[src/rtl/serial_tx.sv]
// Bit-serial transmitter: start bit (0), NBITS data bits LSB-first, stop bit (1).
// The line idles high. Words are accepted through a val/rdy handshake.
module serial_tx #(
    parameter int NBITS        = 8,
    parameter int CLKS_PER_BIT = 4
) (
    input  logic             clk,
    input  logic             rst_n,
    input  logic             in_val,
    output logic             in_rdy,
    input  logic [NBITS-1:0] in_msg,
    output logic             tx,
    output logic             busy
);

    localparam int CW = (CLKS_PER_BIT > 1) ? $clog2(CLKS_PER_BIT) : 1;
    localparam int BW = (NBITS > 1) ? $clog2(NBITS) : 1;
    localparam logic [CW-1:0] CYC_LAST = CW'(CLKS_PER_BIT - 1);
    localparam logic [BW-1:0] BIT_LAST = BW'(NBITS - 1);

    typedef enum logic [1:0] {
        IDLE,
        START,
        DATA,
        STOP
    } state_t;

    state_t           state;
    state_t           state_nxt;
    logic [CW-1:0]    cyc;
    logic [CW-1:0]    cyc_nxt;
    logic [BW-1:0]    bitn;
    logic [BW-1:0]    bit_nxt;
    logic [NBITS-1:0] shreg;
    logic [NBITS-1:0] shreg_nxt;
    logic [NBITS-1:0] shifted;
    logic             tx_nxt;
    logic             busy_nxt;
    logic             fire;
    logic             cyc_end;

    // Ready depends only on state (and reset), never on in_val.
    assign in_rdy  = (state == IDLE) && rst_n;
    assign fire    = in_val && in_rdy;
    assign cyc_end = (cyc == CYC_LAST);
    assign shifted = shreg >> 1;

    always_ff @(posedge clk or negedge rst_n) begin
        if (!rst_n) begin
            state <= IDLE;
            cyc   <= '0;
            bitn  <= '0;
            shreg <= '0;
            tx    <= 1'b1;
            busy  <= 1'b0;
        end else begin
            state <= state_nxt;
            cyc   <= cyc_nxt;
            bitn  <= bit_nxt;
            shreg <= shreg_nxt;
            tx    <= tx_nxt;
            busy  <= busy_nxt;
        end
    end

    always_comb begin
        state_nxt = state;
        cyc_nxt   = cyc;
        bit_nxt   = bitn;
        shreg_nxt = shreg;
        tx_nxt    = tx;
        busy_nxt  = busy;
        case (state)
            IDLE: begin
                // tx is forced high here so an X on in_msg can never reach the line.
                tx_nxt   = 1'b1;
                busy_nxt = 1'b0;
                if (fire) begin
                    shreg_nxt = in_msg;
                    state_nxt = START;
                    cyc_nxt   = '0;
                    tx_nxt    = 1'b0;
                    busy_nxt  = 1'b1;
                end
            end
            START: begin
                if (cyc_end) begin
                    cyc_nxt   = '0;
                    bit_nxt   = '0;
                    state_nxt = DATA;
                    tx_nxt    = shreg[0];
                end else begin
                    cyc_nxt = cyc + 1'b1;
                end
            end
            DATA: begin
                if (cyc_end) begin
                    cyc_nxt   = '0;
                    shreg_nxt = shifted;
                    if (bitn == BIT_LAST) begin
                        state_nxt = STOP;
                        tx_nxt    = 1'b1;
                    end else begin
                        bit_nxt = bitn + 1'b1;
                        tx_nxt  = shifted[0];
                    end
                end else begin
                    cyc_nxt = cyc + 1'b1;
                end
            end
            STOP: begin
                if (cyc_end) begin
                    cyc_nxt   = '0;
                    state_nxt = IDLE;
                    tx_nxt    = 1'b1;
                    busy_nxt  = 1'b0;
                end else begin
                    cyc_nxt = cyc + 1'b1;
                end
            end
            default: begin
                state_nxt = IDLE;
                tx_nxt    = 1'b1;
                busy_nxt  = 1'b0;
            end
        endcase
    end

endmodule

[config.mk]
export PLATFORM = sky130hd
export DESIGN_NAME = serial_tx
export DESIGN_NICKNAME = d
export VERILOG_FILES = /design/src/rtl/serial_tx.sv
export SDC_FILE = /design/constraint.sdc
export NUM_CORES = 1
export LEC_CHECK = 0
export CORE_UTILIZATION = 40
export CTS_CLUSTER_DIAMETER = 200
export CTS_CLUSTER_SIZE = 12
export DETAILED_ROUTE_END_ITERATION = 16
export PLACE_DENSITY_LB_ADDON = 0.05
export SYNTH_ARGS = -nofsm -noshare
export SYNTH_HDL_FRONTEND = slang
export SYNTH_SLANG_ARGS = --single-unit
[constraint.sdc]
create_clock -name clk -period 1.6 [get_ports clk]
set_clock_uncertainty 0.05 [all_clocks]
set_input_delay 0.48 -clock clk [delete_from_list [all_inputs] [get_ports clk]]
set_output_delay 0.48 -clock clk [all_outputs]
set_load 0.02 [all_outputs]
---- Word level (Yosys, flattened, before mapping) ----
Index checks and enable logic that the tools add are counted.
word-level totals
  register bits after elaboration ......... 17
  input bits .............................. 11
  output and inout port bits .............. 3
operators by class
  add/sub/neg operators ................... 2
  equal/unequal tests ..................... 11
  muxes and demuxes ....................... 25
  reduce and logical (&&, ||, !) cells .... 12
operators by type and width
  operator               count
  $mux W8                2
  $pmux W8 S2            1
  $mux W2                7
  $ne A2 B2 Y1 const B   6
  $mux W3                3
  $pmux W2 S4            1
  $mux W1                7
  $eq A2 B2 Y1 const B   3
  $pmux W3 S2            1
  $reduce_and A3 Y1      2
  $reduce_bool A2 Y1     3
  $reduce_and A5 Y1      1
  $pmux W1 S4            1
  $pmux W2 S2            1
  $reduce_and A4 Y1      1
  $add A3 B1 Y3 const B  1
  $eq A3 B3 Y1 const B   1
  $reduce_or A3 Y1       1
  $add A2 B1 Y2 const B  1
  $eq A2 B1 Y1 const B   1
  $logic_and A1 B1 Y1    2
  $logic_not A2 Y1       1
  $pmux W1 S2            1
  $reduce_and A2 Y1      1

---- Depth between registers and ports, before layout ----
Gate-level depths: netlist (run 1).
  word-level depth ........................ 5
  gate-level depth with buffers ........... 7
  gate-level depth less buffers ........... 5

---- Worst setup path before layout (run 1) ----
No wires, ideal clock.
  path type ............................... reg2reg
  start ................................... reg state[0]
  end ..................................... reg state[1]
  arrival ................................. 1.446 ns
  slack ................................... -0.021 ns
  stages on the path, launching flop included .. 7
  path buffers ............................ 2
  period minus slack after synthesis ...... 1.621 ns
  path through ............................ dfrtp_1 > inv_1 > ha_1 > buf_6 > buf_6 > a211oi_2 > mux2_2
between the ends
  cells in the longest elaborated chain, start to end .. 5
RTL lines
  item                                line    source
  from (decl)                         28      state_t state;
  from (signal assigned)              57      state <= state_nxt;
  $logic_not A2 Y1                    43, 73
  $logic_and A1 B1 Y1                 43      assign in_rdy = (state == IDLE) && rst_n;
  $logic_and A1 B1 Y1                 44      assign fire = in_val && in_rdy;
  $ne A2 B2 Y1 (no source line)       -
  $reduce_and A5 Y1 (no source line)  -
Parallel ways exist; a longest one is shown, timed or not.
A chain may end at the register's enable or synchronous reset.

---- Worst setup path in the final report (run 1) ----
  start ................................... reg state[0]
  end ..................................... reg shreg[4]
between the ends
  cells in the longest elaborated chain, start to end .. 5
RTL lines
  item                                line    source
  $logic_not A2 Y1                    43, 73
  $logic_and A1 B1 Y1                 43
  $logic_and A1 B1 Y1                 44
  $ne A2 B2 Y1 (no source line)       -
  $reduce_and A3 Y1 (no source line)  -
  to (signal assigned)                60      shreg <= shreg_nxt;
  to (decl)                           34      logic [NBITS-1:0] shreg;
Parallel ways exist; a longest one is shown, timed or not.

==> run summary, run 1 <==
The flow ran to the end, but the final reports show violations. The checks that failed: negative setup slack. The smallest clock period supported by the final layout is computed as roughly 1.7 ns.

The count of antenna diodes in the layout came out at 0. The longest clock path from root to sink contains 2 buffers. TritonCTS built the clock tree. Synthesis produced a netlist with a net count of between 90 and 100. The synthesized area per cell is approximately 12 um^2. The clock net sink count is 17. The placed wire-length estimate after detailed placement came out at 1.45 mm.

The post-synthesis register bit count came out at 17. The clock input transition at the sequential cells of the worst setup and hold paths came out at approximately 0.1 ns. The count of fill cells added during filler insertion came out at around 180.

The area growth from synthesis to layout is 51.4%. The global-route wire length before repair came out at 3.36 mm. The count of buffers added on input and output ports is 13. Among all flip-flop cells after synthesis, the most frequent one is dfrtp_1.

In the routed design, unresolved DRC markers number 0. Setup repair after global routing could not meet its margin everywhere. Dividing the final minimum period by the clock period gives 1.08. The library cell used most frequently in the layout, excluding fill and tap cells, is buf_4.

In this run, synthesis inferred 0 flip-flops with an integrated enable. The post-synthesis async set-or-reset flop share is 1.00. The worst endpoint data arrival time is 1.86 ns. The number of top-level design ports is 14. The number of instances in the synthesized netlist came out at 80. The starting density of the core is 0.437. The per-cell routed wire length came out at 13.8 um. The ratio of routed vias to standard cells came out at about 5.1. The remaining global-route overflow came out at 0. The number of failing setup endpoints in the final timing report came out at 10.

The number of library cell types mapped by synthesis is 30. The number of hold violations in the final report is 0. For this design the static power due to leakage is just under 0.0007 uW.

The total length of routed wires came out at about 2.0 mm. The worst reg-to-reg path cell count came out at 7. The global-route usage over all layers came out at 0.178. The class of the tightest hold or removal check is primary input to async pin. The detail route stage leaves a number of antenna-violating nets equal to 0. The count of warnings emitted by yosys is 0. The max-capacitance violation count is 0. The number of rows created at floorplan came out at 17. The full die area is 2690 um^2. The first-pass iteration count of the detailed router is 2. The source-to-sink clock delay at the later pin of the worst-skew pair is roughly 0.29 ns. CTS built an H-tree with a depth of 1. The final net count is 140. The library cells used most frequently in the layout, excluding fill and tap cells, are buf_4, dfrtp_1, mux2_2, clkdlybuf4s50_1, mux2_4.

Setup total negative slack on the finished layout was measured at -1.02 ns. The peak clock frequency supported by timing is between 0.5 and 0.6 GHz. The post-synthesis sequential area ratio came out at 0.429. After the first detailed-routing iteration, the DRC count stood at 2. The least setup slack across all paths after layout came out at -0.125 ns. The vias after detailed routing came out at about 760. The horizontal die dimension is about 52 um.

Of the cells placed in the final design, the portion with a size suffix greater than 1 is 0.525. The type of element launching the critical path is a register. The transition at the pin with the smallest max-transition slack came out at ~0.25 ns.

IR analysis of the VDD net gives a maximum drop of around 1200 uV. The netlist area before placement came out at between 900 and 1000 um^2. The tree is rooted in a clkbuf_4.

The largest fanout on the critical path is 7. The area of the placeable core came out at between 2000 and 2500 um^2. The final number of max-transition violations came out at 0.

The critical path is of the register to register type. Once layout is complete, the utilization of the core stands at 0.661. The total power per unit cell area is approximately 2000 nW/um^2. The worst pin sits at a relative slew slack of 0.835. The TritonCTS buffer count came out at 3. Routability-driven placement finished with a final weighted congestion of around 0.80. The via count of the first global-routing pass was between 700 and 800. The initial antenna violation count came out at 0. The number of hold buffers added after CTS came out at 0.

The largest net degree at the start of global routing is 10. STA puts the critical path data required time at around 1.7 ns. The worst slack after detailed placement came out at -0.598 ns. The height of the die is between 50 and 60 um. The type of destination of the critical path is a register.
-- cells by family (layout without fill, tap and decap cells) --
| group | Yosys count | after routing | synth area share |
|---|---|---|---|
| adders and majority gates | 8 | 8 | 0.101 |
| muxes | 18 | 18 | 0.207 |
| DFF | 17 | 17 | 0.429 |
| and+or+nand+nor | 14 | 14 | 0.0819 |
| AOI/OAI and AO/OA | 18 | 18 | 0.147 |
| buffers and inverters | 5 | 45 | 0.0340 |
-- critical path, cell delays in order (launching register included) --
cell     delay [ns]
dfrtp_1        0.40
inv_2          0.08
buf_6          0.10
ha_4           0.21
mux2i_4        0.29
nor2_4         0.05
buf_12         0.14
mux2_4         0.29
-- final timing paths --
| check | from | endpoint | slack [ns] |
|---|---|---|---|
| max in group asynchronous | rst_n | bitn[0] | 0.93 |
| min | rst_n | cyc[0] | 0.35 |
| min reg2reg | cyc[1] | cyc[1] | 0.46 |
| min in group clk | cyc[1] | cyc[1] | 0.46 |
| max reg2reg | state[0] | shreg[4] | -0.12 |
| max | state[0] | shreg[4] | -0.12 |
-- timing repair --
action / CTS / global route
hold endpoints to repair: 0 / 0
gates cloned: 0 / 0
buffers inserted: 3 / 4
setup endpoints to repair: 19 / 16
gates resized for setup: 21 / 19
pin swaps: 2 / 4
-- report_power, final --
group	total [uW]	internal, uW	switching, uW
combinational	2030	1240	788
clock	234	96.9	137
sequential	759	644	115
total	3020	1980	1040
-- synth_stat cells (2+ instances only) --
| cell type | n | area [um^2] |
|---|---|---|
| mux2_1 | 3 | 33.8 |
| dfrtp_1 | 16 | 400 |
| ha_1 | 8 | 100 |
| mux2_2 | 14 | 158 |
| nand2_1 | 4 | 15.0 |
| inv_1 | 3 | 11.3 |
| buf_6 | 2 | 22.5 |
| o21ai_0 | 4 | 20.0 |
| a22o_1 | 5 | 43.8 |
-- sequential cells by signal, summed over array words and instances, names as in the netlist --
register  flops
shreg         8
bitn          3
cyc           2
state         2
busy          1
tx            1
-- metal layers --
layer / share of wire / vias up / track usage
li1: - / 374 / -
met1: 0.48 / 377 / 0.230
met2: 0.48 / 9 / 0.284
met3: 0.030 / 2 / 0.0526
met4: 0.0083 / 0 / 0.0541
met5: 0 / - / 0
-- metrics by stage --
stage	power, uW	hold WS (ns)	instances	area [um^2]
floorplan	1790	0.134	80	1010
global placement	2360	0.429	138	1320
detailed placement	2390	0.441	138	1320
CTS	2710	0.325	145	1400
global route	3250	0.354	148	1500
finish	3020	0.346	148	1500
-- area by class of cell --
| type | count | area, um^2 | area share |
|---|---|---|---|
| Clock buffer | 4 | 26.3 | 0.0175 |
| Sequential cell | 17 | 427 | 0.284 |
| Inverter | 3 | 11.3 | 0.00749 |
| Multi-Input combinational cell | 58 | 634 | 0.422 |
| Tap cell | 28 | 35.0 | 0.0233 |
| Timing Repair Buffer | 38 | 370 | 0.246 |
Power figures use the tool's default switching activity.
==> inputs of run 2 (changes only) <==
CORE_MARGIN = 8   (was default)
==> run summary, run 2 (same netlist as run 1, synthesis figures left out) <==
The count of antenna diodes in the layout is 0. The total power per unit cell area is about 2100 nW/um^2. The via count of the first global-routing pass came out at approximately 860.

Of the available clock period, the critical path in the final layout requires 1.08. The worst slack after detailed placement came out at -0.644 ns. The area of the placeable core came out at approximately 2400 um^2. The height of the die came out at about 66 um.

The final sum of negative setup slack came out at -1.10 ns. The clock net sink count is 17. The global-route usage over all layers is 0.116. The worst endpoint data arrival time is 1.87 ns.

The slowest cell on the critical path is or4_4. The largest fanout on the critical path came out at 2. The number of hold buffers added after CTS was 0. The TritonCTS buffer count is 3.

The starting density of the core came out at 0.412. The clock share of power is 0.074. After global routing the overflow that remains totals 0. The type of destination of the critical path is a register. In the layout the commonest cells are dfrtp_1, buf_4, mux2_4, clkdlybuf4s50_1, buf_6. The run finished, with violations left. The worst hold path belongs to the class primary input to async pin. Once layout is done, the placed cells without fillers occupy ~1500 um^2. The vias after detailed routing is between 700 and 800.

The transition at the pin with the smallest max-transition slack is roughly 0.25 ns. The flip-flop count of the largest register after layout came out at 8. The smallest clock period supported by the final layout is computed as roughly 1.7 ns. The final number of max-transition violations came out at 0.

The least setup slack across all paths after layout came out at -0.131 ns. The die is 65.8 um wide. The layer flagged by global routing as most heavily used is met2.

Setup violations remaining at the end of the flow were counted as 11. The signal on the critical path passes through inv_2 > buf_6 > ha_4 > o21ba_4 > or4_4 > o21a_1. The source-to-sink clock delay at the later pin of the worst-skew pair came out at 0.28 ns. In this run the number of H-tree levels came out at 1.

The largest net degree at the start of global routing is 20. The slack of the worst reg-to-reg path came out at -0.13 ns. The initial antenna violation count was 0. The number of buffers and inverters on the critical path is 2. Setup repair after global routing could not meet its margin everywhere. For this block, the initial DRC count from the detailed router was 19.

For this design the total switching power over the nets is about 1100 uW. The internal power of the cells totals between 2000 and 2500 uW. The number of top-level design ports came out at 14.

Compared with the post-synthesis result, the final layout area differs by 55.5%. The largest register by flop count is shreg. In the final layout, flip-flops and latches occupy 427 um^2. The largest registers in the layout are shreg x8, bitn x3.

The critical path class is register to register. The clock input transition at the sequential cells of the worst setup and hold paths came out at about 0.10 ns. The met3 demand-to-capacity share in global routing came out at 0.0322. The placed wire-length estimate after detailed placement came out at 1.53 mm.

The static leakage power is between 0.0007 and 0.0008 uW. TritonCTS built the clock tree. Data on the critical path is required at its endpoint by approximately 1.7 ns.

In this design, the largest share of critical-path delay is due to simple AND/OR/NAND/NOR gates. The remaining routing DRC violations came out at 0. The ratio of routed vias to standard cells is 5.09. The final design utilization came out at 0.641. The maximum buffer depth of the clock tree is 2.

The worst stage delay on the critical path is 0.53 ns. The type of element launching the critical path is a register. The combinational power share is 0.687. The worst max-slew margin expressed relative to the limit came out at 0.832. The peak supply drop is roughly 1400 uV. The placed instance area is 1280 um^2. The final cell count without fillers is about 150. The sequential cell fraction of total power is 0.240.

For met2 alone, demand over resource in global routing was 0.185. The layout has roughly 200 filler cells. The first-pass iteration count of the detailed router is 4. The routability congestion estimate from global placement is 0.716. Max-cap violations in this run came to 0.

The fraction of layout cells with a size suffix above 1 is 0.529. The global-route wire length before repair came out at between 3 and 4 mm. The tree is rooted in a clkbuf_4. Once detail routing completed, the nets flagged for antenna violations numbered 0. Buffers placed on the I/O ports in this run total 13. The full die area came out at around 4300 um^2. The total length of routed wires came out at roughly 2.3 mm. The met1 global-route usage is 0.146. The number of hold violations in the final report is 0. The number of rows created at floorplan is 18. In the final routed layout, each cell accounts on average for roughly 15 um.

The area of combinational cells with multiple inputs came out at 662 um^2. The library cell used most frequently in the layout, excluding fill and tap cells, is dfrtp_1. Of the total power, the share spent switching nets is 0.344.

The peak clock frequency supported by timing came out at roughly 0.58 GHz. The final reports fail on negative setup slack. Once placement completed, the tool counted placed cells totaling around 140.

At the end of the flow, the number of nets in the layout was about 140.
-- run 2: cell types whose count changed in the layout (fill, tap and decap cells not counted), moves of 2 or more --
cell,change
buf_6,+6
ha_2,-3
mux2_4,+3
buf_12,-2
buf_4,-4
ha_4,+2
mux2_2,-3
-- run 2: worst paths after layout --
| check | startpoint | to | depth (start not counted) |
|---|---|---|---|
| worst max register to register | state[1] | state[0] | 6 |
| min in group clk | shreg[3] | shreg[3] | 1 |
| worst min-delay path | rst_n | cyc[0] | 2 |
| max in group asynchronous | rst_n | tx | 2 |
| worst max-delay path | state[1] | state[0] | 6 |
| worst min register to register | shreg[3] | shreg[3] | 1 |
-- run 2: what timing repair did --
| action | 4_1_cts | 5_1_grt |
|---|---|---|
| endpoints found under the setup margin | 18 | 17 |
| pin swaps | 6 | 7 |
| buffers inserted | 7 | 4 |
| resized for setup | 41 | 9 |
-- run 2: worst register-to-register path: cells and delay by family (launching register included) --
family	cells	cell delay, ns
AO/OA/AOI/OAI	2	0.32
adder cells (fa/ha/maj)	1	0.15
buffers and inverters	2	0.19
flip-flops	1	0.40
AND/OR/NAND/NOR	1	0.53
-- run 2: area by class of cell --
class,count,area share
clock buffer,4,0.0170
sequential,17,0.276
tap,30,0.0243
timing repair buffer,39,0.247
inverter,3,0.00729
multi-input combinational,58,0.428
-- run 2: power by group through the flow --
stage | registers, uW | logic, uW | clock network, uW
finish | 766 | 2200 | 235
CTS | 762 | 2080 | 251
floorplan | 775 | 1010 | 0
global placement | 753 | 1490 | 0
detailed placement | 761 | 1510 | 0
global route | 789 | 2370 | 262
-- run 2: per-stage QoR --
step | hold WS [ns] | power (uW)
floorplan | 0.134 | 1790
global placement | 0.424 | 2240
detailed placement | 0.436 | 2270
CTS | 0.246 | 3090
global route | 0.287 | 3420
finish | 0.262 | 3200
-- run 2: metal layers --
layer  part of all wire  vias to the layer above
met2               0.48                        9
met1               0.47                      381
li1                   -                      376
met4             0.0056                        0
met3              0.036                        2
met5                  0                        -
==> inputs of run 3 (changes only) <==
CORE_UTILIZATION = 47   (was 40)
==> run summary, run 3 (same netlist as run 1, synthesis figures left out) <==
The flow ran to the end, but the final reports show violations. The final reports fail on negative setup slack. In this run the number of H-tree levels came out at 1. With fillers left out, the area of the finished cells amounts to between 1500 and 2000 um^2. The number of rows created at floorplan came out at 16. Clock-pin slew was measured on the worst setup and hold paths at roughly 0.11 ns. The area added between synthesis and finish is 58.6%.

The first-pass iteration count of the detailed router came out at 4. The global-route wire length before repair is about 3.7 mm. The die is around 62 um wide. The starting density of the core is 0.501. TritonCTS built the clock tree. The final number of max-transition violations came to 0. The peak supply drop is about 1500 uV. On the worst path, the slowest cell contributes a delay of ~0.40 ns.

Setup violations remaining at the end of the flow were counted as 11. The worst setup path is of the register to register kind. The class of the tightest hold or removal check is primary input to async pin.

The initial antenna violation count came to 0. The minimum hold slack is approximately 0.30 ns. The worst register-to-register path has a setup slack of -0.15 ns. Of all nets on the critical path, the largest fanout is 7. The register with the most flip-flops in the layout has 8 of them. The endpoint identified for the worst register-to-register timing path is shreg[3]. The largest register by flop count is shreg. The remaining routing DRC violations is 0. The library cells used most frequently in the layout, excluding fill and tap cells, are buf_4, dfrtp_1, clkdlybuf4s50_1.

The worst register-to-register path begins at state[0]. The slowest cell on the critical path is dfrtp_1. The worst endpoint data arrival time is between 1.5 and 2 ns.

The signal on the critical path passes through inv_2 > buf_6 > ha_4 > mux2i_4 > nor2_4 > buf_12 > mux2_4. Once detail routing completed, the nets flagged for antenna violations numbered 0. The worst endpoint required time is around 1.7 ns. The static leakage power is approximately 0.0007 uW.

The instance count after placement with tap cells included came out at 136. The fraction of layout cells with a size suffix above 1 came out at 0.566. The maximum buffer depth of the clock tree is 2. The transition at the pin with the smallest max-transition slack came out at 0.286 ns. The most frequent standard cell in the layout excluding fill and tap cells is buf_4.

The routability congestion estimate from global placement came out at 0.840. The ratio of routed vias to standard cells is 5.39. The full die area came out at 3840 um^2.

The vias after detailed routing came out at between 800 and 900. The number of hold buffers added after CTS was 0. The source-to-sink clock delay at the later pin of the worst-skew pair is roughly 0.30 ns. The final cell count without fillers is about 150. The post-route clock period utilization is 1.09. Max-cap violations in this run came to 0.

The count of port buffers added during placement is 13. The type of destination of the critical path is a register. The initial DRC count is 17. Across all setup checks in the final design, the least slack found is -0.150 ns.

The number of top-level design ports came out at 14. Entering global routing, the biggest net connects 20 pins. The floorplan step set the die height to 62.0 um. Setup repair after global routing could not meet its margin everywhere. 0 antenna diodes ended up in the layout. Measured in cells, the most critical reg-to-reg path has a length of 7.

The total area inside the core boundary comes to ~2000 um^2. The TritonCTS buffer count came out at 3. Dividing total power by cell area gives a power density of about 2100 nW/um^2. The time the worst path needs with I/O delays and setup came out at ~1.7 ns. The via count of the first global-routing pass is between 800 and 900. Across every metal layer, demand over resource in global routing totals 0.134. The number of hold violations in the final report is 0. The clock net sink count is 17. The largest registers in the layout are shreg x8, bitn x3.

The final layout contains roughly 140 nets. The placed instance area came out at about 1300 um^2. The final sum of negative setup slack is -1.28 ns.

The buffer type at the clock tree root is clkbuf_4. The remaining global-route overflow came out at 0. The worst max-slew margin expressed relative to the limit is 0.808. The final design utilization is 0.795. The peak clock frequency supported by timing is around 0.57 GHz. The per-cell routed wire length came out at ~16 um. The total length of routed wires is 2.36 mm. The worst setup path is launched from a register.
==> run 3: final cells by class <==
type / instances / area (um^2)
clock buffers: 3 / 22.5
clock inverters: 1 / 5.00
fillers: 114 / 407
inverters: 3 / 11.3
multi-input cells: 58 / 673
flip-flops and latches: 17 / 427
well taps: 27 / 33.8
repair buffers: 40 / 403
==> run 3: repair_timing <==
action	4_1_cts	5_1_grt
setup endpoints to repair	20	13
pin swaps	5	6
buffers inserted	5	5
resized for setup	30	19
==> run 3: power by group <==
part           switching, uW  internal, uW
clock network            144          93.1
logic                    900          1440
registers                121           644
total                   1160          2180
==> run 3: critical path: cells and delay by family (launching register included) <==
family	cells	cell delay, ns
simple gates	1	0.06
flops	1	0.40
fa+ha+maj	1	0.21
mux	2	0.59
buf+inv	3	0.34
==> run 3: worst max path at each step <==
| stage | start | end | slack (ns) |
|---|---|---|---|
| 6_report | state[0] | shreg[3] | -0.15 |
| 2_1_floorplan | state[0] | shreg[5] | -0.02 |
| 3_3_place_gp | rst_n | in_rdy | -0.69 |
| 5_1_grt | state[0] | shreg[5] | -0.19 |
| 3_5_place_dp | rst_n | in_rdy | -0.68 |
| 4_1_cts | state[0] | shreg[3] | -0.15 |
==> run 3: metal layers <==
layer,up-vias,part of all wire,GRT usage
li1,381,-,-
met1,392,0.45,0.146
met2,24,0.50,0.227
met3,6,0.034,0.0329
met4,0,0.020,0.0844
met5,-,0,0
==> run 3: stage by stage <==
| step | power, uW | worst slack (ns) |
|---|---|---|
| after CTS | 3050 | -0.147 |
| after detailed placement | 2400 | -0.681 |
| after global routing | 3520 | -0.192 |
| after floorplan | 1790 | -0.0157 |
| after global placement | 2340 | -0.692 |
| final | 3340 | -0.150 |
